--- src/rtl/clock_rate_sequencer.sv ---
// Programmable clock generator: produces io_clk_o from the system clock with a
// runtime half-period, running a fixed number of periods or free-running until stopped.
package common_p;
  typedef struct packed {
    logic clk;
    logic rst_n;
  } clk_dom;
endpackage

module clock_rate_sequencer #(
  parameter int HALF_W = 16
) (
  input  common_p::clk_dom    sys_dom_i,
  input  logic                start_i,
  input  logic                stop_i,
  input  logic [HALF_W-1:0]   half_rate_i,
  input  logic [HALF_W-1:0]   period_count_i,
  output logic                io_clk_o,
  output logic                half_rate_elapsed_o,
  output logic                quarter_rate_elapsed_o,
  output logic                clock_active_o,
  output logic                done_o,
  output logic [HALF_W-1:0]   periods_done_o,
  output logic                dbg_state_o
);

  // Handshake: start_i/stop_i are single-cycle requests sampled on the rising
  // edge; start_i is taken only in IDLE, stop_i only in RUN (and is deferred to
  // the end of the current io_clk period). There is no back-pressure.
  typedef enum logic {IDLE = 1'b0, RUN = 1'b1} state_t;

  logic                clk;
  logic                rst_n;
  state_t              state;
  logic [HALF_W-1:0]   half_q;
  logic [HALF_W-1:0]   count_q;
  logic [HALF_W-1:0]   cnt;
  logic                stop_pending;
  logic                half_last;
  logic                quarter_hit;
  logic                count_hit;
  logic [HALF_W-1:0]   periods_next;
  logic [HALF_W-1:0]   half_min;
  logic [HALF_W:0]     periods_inc;

  assign clk   = sys_dom_i.clk;
  assign rst_n = sys_dom_i.rst_n;

  // A half-period below two system clocks would collapse the quarter point.
  assign half_min     = (half_rate_i < HALF_W'(2)) ? HALF_W'(2) : half_rate_i;
  assign half_last    = (state == RUN) && (cnt == half_q - HALF_W'(1));
  assign quarter_hit  = (state == RUN) && (cnt == (half_q >> 1) - HALF_W'(1));
  assign periods_next = (&periods_done_o) ? periods_done_o : periods_done_o + HALF_W'(1);
  assign periods_inc  = {1'b0, periods_done_o} + (HALF_W+1)'(1);
  assign count_hit    = (count_q != '0) && (periods_inc == {1'b0, count_q});

  assign half_rate_elapsed_o    = half_last;
  assign quarter_rate_elapsed_o = quarter_hit;
  assign dbg_state_o            = (state == RUN);

  always_ff @(posedge clk or negedge rst_n) begin
    if (!rst_n) begin
      state          <= IDLE;
      half_q         <= '0;
      count_q        <= '0;
      cnt            <= '0;
      stop_pending   <= 1'b0;
      io_clk_o       <= 1'b0;
      clock_active_o <= 1'b0;
      done_o         <= 1'b0;
      periods_done_o <= '0;
    end else begin
      done_o <= 1'b0;
      case (state)
        IDLE: begin
          if (start_i) begin
            half_q         <= half_min;
            count_q        <= period_count_i;
            cnt            <= '0;
            periods_done_o <= '0;
            stop_pending   <= 1'b0;
            io_clk_o       <= 1'b0;
            clock_active_o <= 1'b1;
            state          <= RUN;
          end
        end
        RUN: begin
          if (stop_i) stop_pending <= 1'b1;
          if (half_last) begin
            cnt      <= '0;
            io_clk_o <= ~io_clk_o;
            // Falling edge closes a full period; only here may the run end.
            if (io_clk_o) begin
              periods_done_o <= periods_next;
              if (stop_pending || count_hit) begin
                state          <= IDLE;
                io_clk_o       <= 1'b0;
                clock_active_o <= 1'b0;
                stop_pending   <= 1'b0;
                done_o         <= 1'b1;
              end
            end
          end else begin
            cnt <= cnt + HALF_W'(1);
          end
        end
        default: state <= IDLE;
      endcase
    end
  end

endmodule

--- config.mk ---
export PLATFORM = sky130hd
export DESIGN_NAME = clock_rate_sequencer
export DESIGN_NICKNAME = d
export VERILOG_FILES = /design/src/rtl/clock_rate_sequencer.sv
export SDC_FILE = /design/constraint.sdc
export NUM_CORES = 1
export LEC_CHECK = 0
export ABC_AREA = 1
export ABC_CLOCK_PERIOD_IN_PS = 1900
export CORE_AREA = 8 8 120 122
export DETAILED_ROUTE_END_ITERATION = 8
export DIE_AREA = 0 0 128 130
export GPL_ROUTABILITY_DRIVEN = 0
export PLACE_DENSITY = 0.6
export SLEW_MARGIN = 20
export SYNTH_ARGS = -nofsm -noshare
export SYNTH_HDL_FRONTEND = slang
export SYNTH_SLANG_ARGS = --single-unit
--- constraint.sdc ---
create_clock -name sys_dom_i -period 1.9 [get_ports sys_dom_i]
set_input_delay 0.285 -clock sys_dom_i [delete_from_list [all_inputs] [get_ports sys_dom_i]]
set_output_delay 0.285 -clock sys_dom_i [all_outputs]
set_load 0.05 [all_outputs]
Yosys cells after proc, flatten, opt, wreduce, memory -nomap -nowiden
Cells that the tools add are included.
Operators by class
  order comparisons: 1
  multiplexer cells: 32
  eq/ne operators: 8
  bitwise operators: 2
  $add $sub $neg: 5
  reduce and logical (&&, ||, !) cells: 10
Operators by type and width (count)
  two-way mux 16 bit: 6
  case mux 16 bit (2 select lines): 2
  adder 16 x 1 -> 16 bit (second input constant): 2
  equality test 16 bit: 2
  two-way mux 1 bit: 20
  adder 16 x 1 -> 17 bit (second input constant): 1
  equality test 17 x 16 -> 1 bit: 1
  less-than comparator 16 x 2 -> 1 bit (second input constant): 1
  AND reduction 16 bit: 1
  nonzero test 16 bit: 1
  subtractor 15 x 1 -> 16 bit (second input constant): 1
  subtractor 16 x 1 -> 16 bit (second input constant): 1
  inequality test 2 bit (second input constant): 4
  case mux 1 bit (2 select lines): 4
  AND reduction 4 bit: 2
  AND reduction 2 bit: 2
  logical AND 1 bit: 3
  inequality test 2 x 1 -> 1 bit (second input constant): 1
  inverter 1 bit: 2
  logical OR 1 bit: 1
Word-level totals
  output and inout port bits: 22
  word-level logic and storage cells: 67
  input port bits: 36
  register bits: 69

Longest topological paths before layout
Gate-level depths: netlist of the first run.
  depth in word-level cells: 8
  gate-level depth with buffers: 19
  gate-level depth less buffers: 18

Worst setup path before layout of the first run
No wires, ideal clock.
  path kind: register to output
  start: register half_q[2]
  end: output port quarter_rate_elapsed_o
  slack: -0.846 ns
  arrival: 2.461 ns
  cell stages (with the launch flop): 10
  required time: 1.615 ns
  cell sequence: dfrtp_1 > inv_1 > ha_1 > nand2_1 > xor2_1 > or2_2 > nand2_1 > nor3_1 > o211ai_1 > nor3_1
Between the ends
  cells in the longest elaborated chain, start to end: 3
RTL lines
  start: declaration: RTL line 35  | logic [HALF_W-1:0] half_q;
  start signal: assignment: RTL line 77  | half_q <= half_min;
  subtractor 15 x 1 -> 16 bit: RTL line 52  | assign quarter_hit = (state == RUN) && (cnt == (half_q >> 1) - HALF_W'(1));
  equality test 16 bit: RTL line 52
  logical AND 1 bit: RTL line 52
  end: declaration: RTL line 20  | output logic quarter_rate_elapsed_o,
No other way between the ends.

Worst setup path after layout of the first run
  start: register half_q[1]
  end: output port quarter_rate_elapsed_o
Same word-level chain as after synthesis.

==> run_summary.xml, run 1 <==
<?xml version="1.0" encoding="UTF-8"?>
<metrics>
  <group name="job">
    <metric name="max_cap_viol_count" unit="">0</metric>
  </group>
  <group name="timing">
    <metric name="skew" unit="ps">7.64</metric>
    <metric name="worst_slew_margin_relative_to_its_limit" unit="%">64.5</metric>
    <metric name="setup_repair_after_global_routing_missed_its_margin" unit="">true</metric>
    <metric name="fin_tns_setup" unit="ps">-13140</metric>
    <metric name="final.min_clock_period" unit="ps">2540</metric>
    <metric name="hold_viol" unit="">69</metric>
    <metric name="finalSetupViolCount" unit="">39</metric>
    <metric name="timing.hold.ws" unit="ps">-318</metric>
    <metric name="pins_over_slew_limit" unit="">0</metric>
    <metric name="fin_ws" unit="ps">-643</metric>
    <metric name="worst_pin_slew" unit="ps">532</metric>
    <metric name="finalCritPeriodShare" unit="%">134</metric>
    <metric name="clock.fmax" unit="MHz">393</metric>
  </group>
  <group name="cells_and_area">
    <metric name="antenna-diode-count" unit="">0</metric>
    <metric name="num-fill-cells" unit="">1059</metric>
    <metric name="final_design_area_no_fill" unit="sq um">7830</metric>
    <metric name="area_growth_syn_to_layout" unit="%">59.5</metric>
    <metric name="sequential_cell_area" unit="sq um">1750</metric>
    <metric name="multiInputGateArea" unit="sq um">3290</metric>
    <metric name="drive_gt1_share" unit="%">33.9</metric>
    <metric name="nNetsFinal" unit="">957</metric>
  </group>
  <group name="floorplan">
    <metric name="chip_height" unit="microns">130</metric>
    <metric name="floorplan.core_area" unit="sq um">12400</metric>
    <metric name="placementRows" unit="">41</metric>
    <metric name="floorplan.io_pins" unit="">58</metric>
    <metric name="area_enclosed_by_the_die_boundary" unit="sq um">16600</metric>
    <metric name="starting_density_of_the_core" unit="%">39.6</metric>
    <metric name="die_w" unit="microns">128</metric>
  </group>
  <group name="pwr">
    <metric name="p_leak" unit="nW">3.91</metric>
    <metric name="total_power" unit="mW">7.67</metric>
    <metric name="vdd.ir_drop.worst" unit="uV">730</metric>
    <metric name="powerDensity" unit="nW/um^2">980</metric>
  </group>
  <group name="synthesis">
    <metric name="synth_enable_flop_cells" unit="">0</metric>
    <metric name="postSynthRegisterBits" unit="">69</metric>
    <metric name="yosys.area.top_type" unit="">dfrtp_1</metric>
    <metric name="synth_top_cells_by_count" unit="">nand2_1, nor2_1, inv_1, dfrtp_1, nand3_1</metric>
    <metric name="asyncSetResetFlopFracSynth" unit="%">100</metric>
    <metric name="synth.area.top_cells" unit="">dfrtp_1, nand2_1, nand3_1</metric>
    <metric name="synth_cells" unit="">728</metric>
    <metric name="yosys_warnings" unit="">0</metric>
    <metric name="synth.cell_area" unit="sq um">4910</metric>
    <metric name="synth_top_flop_cell" unit="">dfrtp_1</metric>
    <metric name="seq_area_frac_synth" unit="%">35.2</metric>
    <metric name="fraction_of_post_synthesis_cell_area_in_the_top_cell_type_by_area" unit="%">35.2</metric>
    <metric name="most_numerous_cell_in_the_yosys_netlist" unit="">nand2_1</metric>
    <metric name="synthesis.nets" unit="">768</metric>
    <metric name="syn-mean-instance-area" unit="sq um">6.75</metric>
    <metric name="synth.distinct_cells" unit="">39</metric>
  </group>
  <group name="worst_setup_path">
    <metric name="critical_path.reg2reg.endpoint" unit="">periods_done_o[8]$_DFFE_PN0P_</metric>
    <metric name="r2r-start" unit="">half_q[1]$_DFFE_PN0P_</metric>
    <metric name="crit_path_end_kind" unit="">primary output</metric>
    <metric name="required_time_at_the_endpoint_of_the_critical_path" unit="ps">1620</metric>
    <metric name="worst_r2r_path_depth" unit="">19</metric>
    <metric name="worst-endpoint-arrival" unit="ps">2260</metric>
    <metric name="worstSetupPathType" unit="">flop to primary output</metric>
    <metric name="cp_max_fo" unit="">3</metric>
    <metric name="timing.critical_path.from_type" unit="">flop</metric>
    <metric name="ff2ff_setup_slack" unit="ps">-470</metric>
  </group>
  <group name="global_route">
    <metric name="grt_pass1_vias" unit="">5851</metric>
    <metric name="grt_first_pass_wirelength" unit="mm">27.5</metric>
    <metric name="globalRouteMet3Util" unit="%">8.61</metric>
    <metric name="gr-usage-met2" unit="%">36.3</metric>
    <metric name="pin_count_of_the_biggest_net_entering_global_routing" unit="">42</metric>
    <metric name="globalRoute.totalOverflow" unit="">0</metric>
    <metric name="gr-max-usage-layer" unit="">met2</metric>
    <metric name="grt_antenna_before_repair" unit="">0</metric>
    <metric name="grt_use_total" unit="%">21.9</metric>
    <metric name="met1_global_route_usage" unit="%">21.2</metric>
  </group>
  <group name="detailed_routing">
    <metric name="routed_wirelength" unit="mm">17.2</metric>
    <metric name="post_drt_wl_per_cell" unit="microns">15.6</metric>
    <metric name="vias" unit="">5578</metric>
    <metric name="antenna_violation_net_count_after_detailed_routing" unit="">0</metric>
    <metric name="detail_route.vias_per_cell" unit="">5.07</metric>
    <metric name="remaining_drc_errors" unit="">0</metric>
    <metric name="drt_iter0_markers" unit="">330</metric>
    <metric name="firstDrtPassIters" unit="">7</metric>
  </group>
  <group name="outcome">
    <metric name="outcome" unit="">finished, violations left</metric>
    <metric name="violations_in_the_final_reports" unit="">hold timing, setup timing</metric>
  </group>
  <group name="clocking">
    <metric name="worstSkewPairLatency" unit="ps">350</metric>
    <metric name="cts_hold_repair.buffers" unit="">0</metric>
    <metric name="tritoncts" unit="">done</metric>
    <metric name="clk_pin_slew" unit="ps">60</metric>
  </group>
  <group name="placement">
    <metric name="dp_worst_slack" unit="ps">-406</metric>
    <metric name="detailedPlacementHpwl" unit="mm">11.9</metric>
    <metric name="port_buffers" unit="">56</metric>
    <metric name="placedInstanceArea" unit="sq um">6600</metric>
  </group>
  <group name="worst_hold_path">
    <metric name="worstHoldPathType" unit="">clock port to asynchronous set/reset pin</metric>
  </group>
</metrics>
sequential cells by signal (all words and copies together) (netlist names), 16 cells and up:
name,flops
count_q,16
half_q,16
periods_done_o,16
cnt,16
cell type report:
cell class,count,area share [%]
Timing Repair Buffer,183,20.5
Tap cell,172,2.75
Clock buffer,19,5.93
Clock inverter,13,2.62
Sequential cell,69,22.3
Inverter,79,3.95
Multi-Input combinational cell,566,42.0
per-layer routing:
layer	wire length [microns]	vias to the layer above
li1	-	2715
met1	6930	2652
met2	8650	158
met3	888	53
met4	756	0
met5	0	-
worst max-delay path, cell delays in order (launching register included):
cell,delay (ps)
dfrtp_1,390
inv_2,110
ha_4,220
nand2_1,60
nand2_1,60
a211oi_2,180
nand3_1,120
nor3_2,250
o211ai_1,170
nor3_4,190
buf_12,160
layout by cell type, fill, tap and decap left out, types with 6 or more instances in the layout:
master and n:
dfrtp_2 16, inv_2 9, nand2_4 15, a21oi_1 7
nand3_1 57, nor2_1 60, nor2_2 12, xnor2_1 14
buf_4 127, buf_12 6, nand2_1 222, clkdlybuf4s50_1 37
o21ai_0 27, xor2_1 26, clkbuf_16 18, dfrtp_1 53
nand3_2 8, inv_1 66, buf_6 11, nand4_1 16
nand2_2 28, o22ai_2 7, nor2_4 17
through the flow:
stage | hold WS, ps | cells | util [%]
final | -318 | 1101 | 63.1
after detailed placement | -296 | 1055 | 53.1
after global placement | -296 | 1055 | 53.1
after global routing | -322 | 1101 | 63.1
after floorplan | -296 | 728 | -
after CTS | -321 | 1097 | 61.3
worst max-delay path by stage:
stage | start | slack, ps | cells after the start | to
after floorplan | half_q[1]$_DFFE_PN0P_ | -200 | 9 | quarter_rate_elapsed_o
after global placement | half_q[1]$_DFFE_PN0P_ | -360 | 10 | quarter_rate_elapsed_o
after detailed placement | half_q[1]$_DFFE_PN0P_ | -410 | 10 | quarter_rate_elapsed_o
after CTS | half_q[3]$_DFFE_PN0P_ | -640 | 9 | quarter_rate_elapsed_o
after global routing | half_q[2]$_DFFE_PN0P_ | -730 | 11 | quarter_rate_elapsed_o
final | half_q[1]$_DFFE_PN0P_ | -640 | 10 | quarter_rate_elapsed_o
cell families after synthesis:
kind of cell	share of synthesized area, %
compound gates	6.65
xor+xnor	7.13
buf+inv	8.33
simple gates	41.7
flops	35.2
fa+ha+maj	1.02
where the power goes:
group	switching [mW]	total, mW	internal (mW)
clock network	1.64	4.01	2.37
logic	0.937	1.87	0.935
registers	0.245	1.79	1.55
total	2.82	7.67	4.85
timing repair:
action | 4_1_cts | 5_1_grt
setup buffers | 22 | 8
endpoints found under the setup margin | 40 | 39
resized for setup | 69 | 56
endpoints found under the hold margin | 0 | 0
gates cloned | 2 | 1
pin swaps | 27 | 39
No activity file was read; power rests on OpenSTA's default activity.
==> run 2, diff against run 1 <==
Settings changed: CORE_AREA 8 8 120 122 to 8 8 108 110, DIE_AREA 0 0 128 130 to 0 0 116 118, PLACE_DENSITY 0.6 to 0.73, SLEW_MARGIN 20 to 30.
==> run 2 against run 1 <==
Net effect: the flow still finishes with violations (hold timing, setup timing); register-to-register slack improved by 20 ps; critical path depth up 1; sequential power barely moved; total power decreased by 16%; largest cell class unchanged; highest routed layer unchanged.
==> run_summary.xml, run 2 (synthesis gave the netlist of run 1 again) <==
<?xml version="1.0" encoding="UTF-8"?>
<metrics>
  <group name="placement">
    <metric name="detailedPlacementHpwl" unit="mm">11.4</metric>
    <metric name="port_buffers" unit="">56</metric>
  </group>
  <group name="worst_setup_path">
    <metric name="critical_path.max_stage_delay" unit="ps">400</metric>
    <metric name="critical_path.most_common_cell" unit="">buf_4</metric>
    <metric name="cp_max_fo" unit="">3</metric>
    <metric name="worst_r2r_path_depth" unit="">19</metric>
    <metric name="required_time_at_the_endpoint_of_the_critical_path" unit="ps">1620</metric>
    <metric name="worst-endpoint-arrival" unit="ps">2290</metric>
    <metric name="r2r-start" unit="">half_q[1]$_DFFE_PN0P_</metric>
    <metric name="timing.critical_path.from_type" unit="">flop</metric>
    <metric name="ff2ff_setup_slack" unit="ps">-450</metric>
    <metric name="worst_path_max_delay_cell" unit="">dfrtp_1</metric>
    <metric name="cp_cell_sequence" unit="">inv_2 -&gt; buf_4 -&gt; buf_4 -&gt; nand2_4 -&gt; nor2_4 -&gt; buf_4 -&gt; buf_4 -&gt; xor2_1 -&gt; nand4_1 -&gt; nor3_4 -&gt; buf_12</metric>
    <metric name="critical_path.reg2reg.endpoint" unit="">periods_done_o[1]$_DFFE_PN0P_</metric>
    <metric name="crit_path_end_kind" unit="">primary output</metric>
    <metric name="worstSetupPathType" unit="">flop to primary output</metric>
  </group>
  <group name="floorplan">
    <metric name="floorplan.io_pins" unit="">58</metric>
    <metric name="chip_height" unit="microns">118</metric>
    <metric name="floorplan.core_area" unit="sq um">10000</metric>
    <metric name="area_enclosed_by_the_die_boundary" unit="sq um">13700</metric>
    <metric name="placementRows" unit="">37</metric>
    <metric name="starting_density_of_the_core" unit="%">49.1</metric>
    <metric name="die_w" unit="microns">116</metric>
  </group>
  <group name="timing">
    <metric name="fin_ws" unit="ps">-677</metric>
    <metric name="finalCritPeriodShare" unit="%">136</metric>
    <metric name="finalSetupViolCount" unit="">39</metric>
    <metric name="pins_over_slew_limit" unit="">0</metric>
    <metric name="worst_pin_slew" unit="ps">514</metric>
    <metric name="final.min_clock_period" unit="ps">2580</metric>
    <metric name="fin_tns_setup" unit="ps">-15790</metric>
    <metric name="worst_slew_margin_relative_to_its_limit" unit="%">65.6</metric>
    <metric name="setup_repair_after_global_routing_missed_its_margin" unit="">true</metric>
    <metric name="hold_viol" unit="">69</metric>
    <metric name="timing.hold.ws" unit="ps">-332</metric>
    <metric name="skew" unit="ps">10.3</metric>
    <metric name="clock.fmax" unit="MHz">388</metric>
  </group>
  <group name="detailed_routing">
    <metric name="firstDrtPassIters" unit="">5</metric>
    <metric name="detail_route.vias_per_cell" unit="">5.26</metric>
    <metric name="antenna_violation_net_count_after_detailed_routing" unit="">0</metric>
    <metric name="vias" unit="">5545</metric>
    <metric name="remaining_drc_errors" unit="">0</metric>
    <metric name="post_drt_wl_per_cell" unit="microns">15.3</metric>
    <metric name="drt_iter0_markers" unit="">439</metric>
    <metric name="routed_wirelength" unit="mm">16.1</metric>
  </group>
  <group name="clocking">
    <metric name="cts_hold_repair.buffers" unit="">0</metric>
    <metric name="worstSkewPairLatency" unit="ps">370</metric>
    <metric name="tritoncts" unit="">done</metric>
    <metric name="clk_pin_slew" unit="ps">90</metric>
  </group>
  <group name="pwr">
    <metric name="power_switching" unit="mW">2.70</metric>
    <metric name="combPwrFrac" unit="%">27.2</metric>
    <metric name="total_power" unit="mW">6.48</metric>
    <metric name="internal-power" unit="mW">3.79</metric>
    <metric name="p_leak" unit="nW">3.68</metric>
    <metric name="clock_power_share" unit="%">45.3</metric>
    <metric name="power_frac_seq" unit="%">27.5</metric>
    <metric name="p_sw_share" unit="%">41.6</metric>
    <metric name="powerDensity" unit="nW/um^2">902</metric>
    <metric name="vdd.ir_drop.worst" unit="uV">623</metric>
  </group>
  <group name="outcome">
    <metric name="outcome" unit="">finished, violations left</metric>
    <metric name="violations_in_the_final_reports" unit="">hold timing, setup timing</metric>
  </group>
  <group name="cells_and_area">
    <metric name="antenna-diode-count" unit="">0</metric>
    <metric name="sequential_cell_area" unit="sq um">1750</metric>
    <metric name="area_growth_syn_to_layout" unit="%">46.4</metric>
    <metric name="most-common-layout-cells" unit="">nand2_1, buf_4, inv_1, nand3_1, nor2_1</metric>
    <metric name="num-fill-cells" unit="">762</metric>
    <metric name="multiInputGateArea" unit="sq um">3060</metric>
    <metric name="drive_gt1_share" unit="%">29.0</metric>
    <metric name="mostFrequentLayoutCell" unit="">nand2_1</metric>
    <metric name="nNetsFinal" unit="">946</metric>
  </group>
  <group name="global_route">
    <metric name="pin_count_of_the_biggest_net_entering_global_routing" unit="">29</metric>
    <metric name="grt_first_pass_wirelength" unit="mm">26.3</metric>
    <metric name="grt_pass1_vias" unit="">5777</metric>
    <metric name="globalRoute.totalOverflow" unit="">0</metric>
    <metric name="grt_use_total" unit="%">25.1</metric>
    <metric name="grt_antenna_before_repair" unit="">0</metric>
  </group>
  <group name="worst_hold_path">
    <metric name="worstHoldPathType" unit="">clock port to asynchronous set/reset pin</metric>
  </group>
  <group name="job">
    <metric name="max_cap_viol_count" unit="">0</metric>
  </group>
</metrics>
[run 2: power groups by stage]
stage	Combinational (mW)	Clock, mW	Sequential (mW)
floorplan	0.978	0	1.78
global placement	1.55	0	1.80
detailed placement	1.61	0	1.81
CTS	1.69	3.04	1.77
global route	1.93	3.20	1.80
finish	1.76	2.93	1.79
[run 2: layout make-up]
| type | count | share of cell area [%] |
|---|---|---|
| clock inverters | 14 | 2.61 |
| clock buffers | 18 | 3.45 |
| inverters | 79 | 4.23 |
| repair buffers | 173 | 20.5 |
| multi-input cells | 565 | 42.6 |
| flip-flops and latches | 69 | 24.3 |
| well taps | 136 | 2.37 |
[run 2: worst max path at each step]
stage,slack (ps),to,depth (start not counted),startpoint
3_3_place_gp,-280,periods_done_o[8]$_DFFE_PN0P_,18,half_q[1]$_DFFE_PN0P_
3_5_place_dp,-370,periods_done_o[7]$_DFFE_PN0P_,18,half_q[1]$_DFFE_PN0P_
4_1_cts,-650,quarter_rate_elapsed_o,10,half_q[1]$_DFFE_PN0P_
2_1_floorplan,-200,quarter_rate_elapsed_o,9,half_q[1]$_DFFE_PN0P_
5_1_grt,-790,half_rate_elapsed_o,15,half_q[1]$_DFFE_PN0P_
6_report,-680,quarter_rate_elapsed_o,11,half_q[1]$_DFFE_PN0P_
[run 2: per-stage QoR]
stage,cells,setup WS [ps],util (%),instance area (sq um)
2_1_floorplan,728,-197,-,5040
3_3_place_gp,1005,-278,64.0,6400
3_5_place_dp,1005,-365,64.0,6400
4_1_cts,1047,-651,70.9,7090
5_1_grt,1054,-790,71.9,7190
6_report,1054,-677,71.9,7190
[run 2: worst max-delay path, delay by kind of cell (launching register included)]
family,cells,cell delay [ps]
buf+inv,6,720
simple gates,4,660
xor+xnor,1,150
flops,1,400
[run 2: timing repair]
action	4_1_cts	5_1_grt
setup endpoints to repair	41	40
pin swaps	22	11
gates resized for setup	49	15
setup buffers	9	8
cloned	1	0
[run 2: routing by layer]
metal	routed length (microns)	GRT usage [%]	share of wire, %
met1	6230	25.2	39
met5	0	0	0
met3	1040	10.8	6.4
met2	8250	40.6	51
met4	597	17.7	3.7
==> run 3, diff against run 2 <==
Settings changed: ABC_CLOCK_PERIOD_IN_PS 1900 to 2930, CORE_AREA 8 8 108 110 to 8 8 102 104, DIE_AREA 0 0 116 118 to 0 0 110 112, PLACE_DENSITY 0.73 to 0.78.
Clock period 1.9 ns to 2.93 ns, I/O delays scaled along.
==> run 3 against run 2 <==
Net effect: first-iteration DRC count decreased by 13%; clock-buffer cell count increased by 1; worst setup slack improved by 790 ps; largest cell class unchanged; wire length decreased by 8.1%; register-to-register slack improved by 900 ps; utilization decreased by 3.2 points; the flow finishes with violations (hold timing); cell area decreased by 15%; critical endpoint unchanged; global-route usage increased by 0.76 points; combinational power decreased by 53%; via count decreased by 6.6%; non-clock buffer count decreased by 106; worst hold slack improved by 1.5 ps.
==> run_summary.xml, run 3 (synthesis gave the netlist of run 1 again) <==
<?xml version="1.0" encoding="UTF-8"?>
<metrics>
  <group name="outcome">
    <metric name="outcome" unit="">finished, violations left</metric>
    <metric name="violations_in_the_final_reports" unit="">hold timing</metric>
  </group>
  <group name="cells_and_area">
    <metric name="area_growth_syn_to_layout" unit="%">24.3</metric>
    <metric name="nNetsFinal" unit="">839</metric>
    <metric name="antenna-diode-count" unit="">0</metric>
    <metric name="most-common-layout-cells" unit="">nand2_1, nor2_1, inv_1, nand3_1, dfrtp_1</metric>
    <metric name="drive_gt1_share" unit="%">12.8</metric>
    <metric name="mostFrequentLayoutCell" unit="">nand2_1</metric>
    <metric name="layout.cells.non_filler" unit="">922</metric>
  </group>
  <group name="worst_setup_path">
    <metric name="crit_path_end_kind" unit="">primary output</metric>
    <metric name="cp_max_fo" unit="">4</metric>
    <metric name="timing.critical_path.from_type" unit="">flop</metric>
    <metric name="required_time_at_the_endpoint_of_the_critical_path" unit="ps">2490</metric>
    <metric name="worst_path_max_delay_cell" unit="">dfrtp_1</metric>
    <metric name="critical_path.max_stage_delay" unit="ps">420</metric>
    <metric name="cp_cell_sequence" unit="">inv_2 -&gt; ha_4 -&gt; nand2_1 -&gt; nand2_1 -&gt; a211oi_2 -&gt; nand3_1 -&gt; nor3_1 -&gt; o211ai_1 -&gt; nor3_4 -&gt; buf_12</metric>
    <metric name="worstSetupPathType" unit="">flop to primary output</metric>
    <metric name="worst-endpoint-arrival" unit="ps">2380</metric>
    <metric name="critical_path.most_common_cell" unit="">nand2_1</metric>
  </group>
  <group name="job">
    <metric name="max_cap_viol_count" unit="">0</metric>
  </group>
  <group name="clocking">
    <metric name="cts_hold_repair.buffers" unit="">0</metric>
    <metric name="worstSkewPairLatency" unit="ps">360</metric>
    <metric name="clk_pin_slew" unit="ps">90</metric>
    <metric name="tritoncts" unit="">done</metric>
  </group>
  <group name="floorplan">
    <metric name="floorplan.core_area" unit="sq um">8890</metric>
    <metric name="placementRows" unit="">35</metric>
    <metric name="die_w" unit="microns">110</metric>
    <metric name="starting_density_of_the_core" unit="%">55.2</metric>
    <metric name="chip_height" unit="microns">112</metric>
    <metric name="floorplan.io_pins" unit="">58</metric>
    <metric name="area_enclosed_by_the_die_boundary" unit="sq um">12300</metric>
  </group>
  <group name="timing">
    <metric name="finalSetupViolCount" unit="">0</metric>
    <metric name="hold_viol" unit="">69</metric>
    <metric name="final.min_clock_period" unit="ps">2820</metric>
    <metric name="skew" unit="ps">13.2</metric>
    <metric name="clock.fmax" unit="MHz">355</metric>
    <metric name="worst_slew_margin_relative_to_its_limit" unit="%">59.0</metric>
    <metric name="pins_over_slew_limit" unit="">0</metric>
    <metric name="finalCritPeriodShare" unit="%">96.3</metric>
    <metric name="worst_pin_slew" unit="ps">609</metric>
    <metric name="timing.hold.ws" unit="ps">-331</metric>
  </group>
  <group name="pwr">
    <metric name="powerDensity" unit="nW/um^2">636</metric>
    <metric name="p_leak" unit="nW">2.96</metric>
    <metric name="vdd.ir_drop.worst" unit="uV">446</metric>
  </group>
  <group name="detailed_routing">
    <metric name="drt_iter0_markers" unit="">380</metric>
    <metric name="antenna_violation_net_count_after_detailed_routing" unit="">0</metric>
    <metric name="detail_route.vias_per_cell" unit="">5.62</metric>
    <metric name="routed_wirelength" unit="mm">14.8</metric>
    <metric name="firstDrtPassIters" unit="">5</metric>
    <metric name="remaining_drc_errors" unit="">0</metric>
    <metric name="post_drt_wl_per_cell" unit="microns">16.1</metric>
    <metric name="vias" unit="">5178</metric>
  </group>
  <group name="global_route">
    <metric name="grt_antenna_before_repair" unit="">0</metric>
    <metric name="grt_pass1_vias" unit="">5420</metric>
    <metric name="globalRoute.totalOverflow" unit="">0</metric>
    <metric name="grt_first_pass_wirelength" unit="mm">24.5</metric>
    <metric name="pin_count_of_the_biggest_net_entering_global_routing" unit="">31</metric>
    <metric name="grt_use_total" unit="%">25.8</metric>
  </group>
  <group name="placement">
    <metric name="port_buffers" unit="">56</metric>
    <metric name="detailedPlacementHpwl" unit="mm">10.1</metric>
    <metric name="dp_cells" unit="">888</metric>
  </group>
  <group name="worst_hold_path">
    <metric name="worstHoldPathType" unit="">clock port to asynchronous set/reset pin</metric>
  </group>
</metrics>
==> run 3: cell count changes in the layout (fill, tap and decap cells not counted), sizes merged <==
cell / previous run / this run
buf: 133 / 13
clkdlybuf4s50: 37 / 54
clkinvlp: 3 / 1
dlygate4sd2: 2 / 0
bufinv: 3 / 2
clkbuf: 18 / 19
clkinv: 6 / 7
dlymetal6s2s: 1 / 0
inv: 81 / 82
nand2: 268 / 267
==> run 3: area by class of cell <==
type                       count  area [sq um]
fill                         703          2790
inverter                      79           298
multi-input combinational    564          2840
sequential                    69          1730
clock buffer                  19           262
timing repair buffer          67           663
clock inverter                13           176
tap                          111           139
==> run 3: stage by stage <==
step	setup WS (ps)	power [mW]	TNS, ps	instance area [sq um]	utilization [%]
after global placement	348	1.94	0	5590	62.8
after CTS	8.52	3.90	0	6050	68.0
after global routing	-132	4.17	-132	6100	68.7
after floorplan	29.9	1.78	0	4910	-
after detailed placement	235	1.97	0	5590	62.8
final	109	3.88	0	6100	68.7
==> run 3: where the power goes <==
group,total [mW],internal (mW),switching (mW)
sequential,1.18,0.990,0.194
combinational,0.833,0.361,0.471
clock,1.86,0.858,1.01
==> run 3: per-layer routing <==
layer / track usage (%) / share of wire (%) / routed length [microns]
met5: 0 / 0 / 0
met4: 19.2 / 4.6 / 674
met3: 11.2 / 8.3 / 1220
met2: 39.7 / 49 / 7300
met1: 27.2 / 38 / 5600
==> run 3: final timing paths <==
kind / startpoint / to / slack, ps / cells past startpoint
max: half_q[2]$_DFFE_PN0P_ / quarter_rate_elapsed_o / 110 / 10
min in group sys_dom_i: clock_active_o$_DFFE_PN0P_ / clock_active_o$_DFFE_PN0P_ / 500 / 2
min: sys_dom_i[0] / io_clk_o$_DFFE_PN0P_ / -330 / 2
max in group asynchronous: sys_dom_i[0] / half_q[3]$_DFFE_PN0P_ / 3110 / 2
max reg2reg: periods_done_o[0]$_DFFE_PN0P_ / clock_active_o$_DFFE_PN0P_ / 450 / 15
min reg2reg: clock_active_o$_DFFE_PN0P_ / clock_active_o$_DFFE_PN0P_ / 500 / 2
==> run 3: worst max-delay path, delay by kind of cell (launching register included) <==
kind / cells / cell delay (ps)
AOI/OAI and AO/OA: 2 / 480
adders and majority gates: 1 / 200
buffers and inverters: 2 / 280
DFF: 1 / 420
and+or+nand+nor: 5 / 640
==> run 3: repair_timing <==
item | 4_1_cts | 5_1_grt
pin swaps | 1 | 1
hold endpoints to repair | 0 | 0
buffers inserted | 0 | 2
endpoints found under the setup margin | 1 | 2
gates resized for setup | 4 | 14
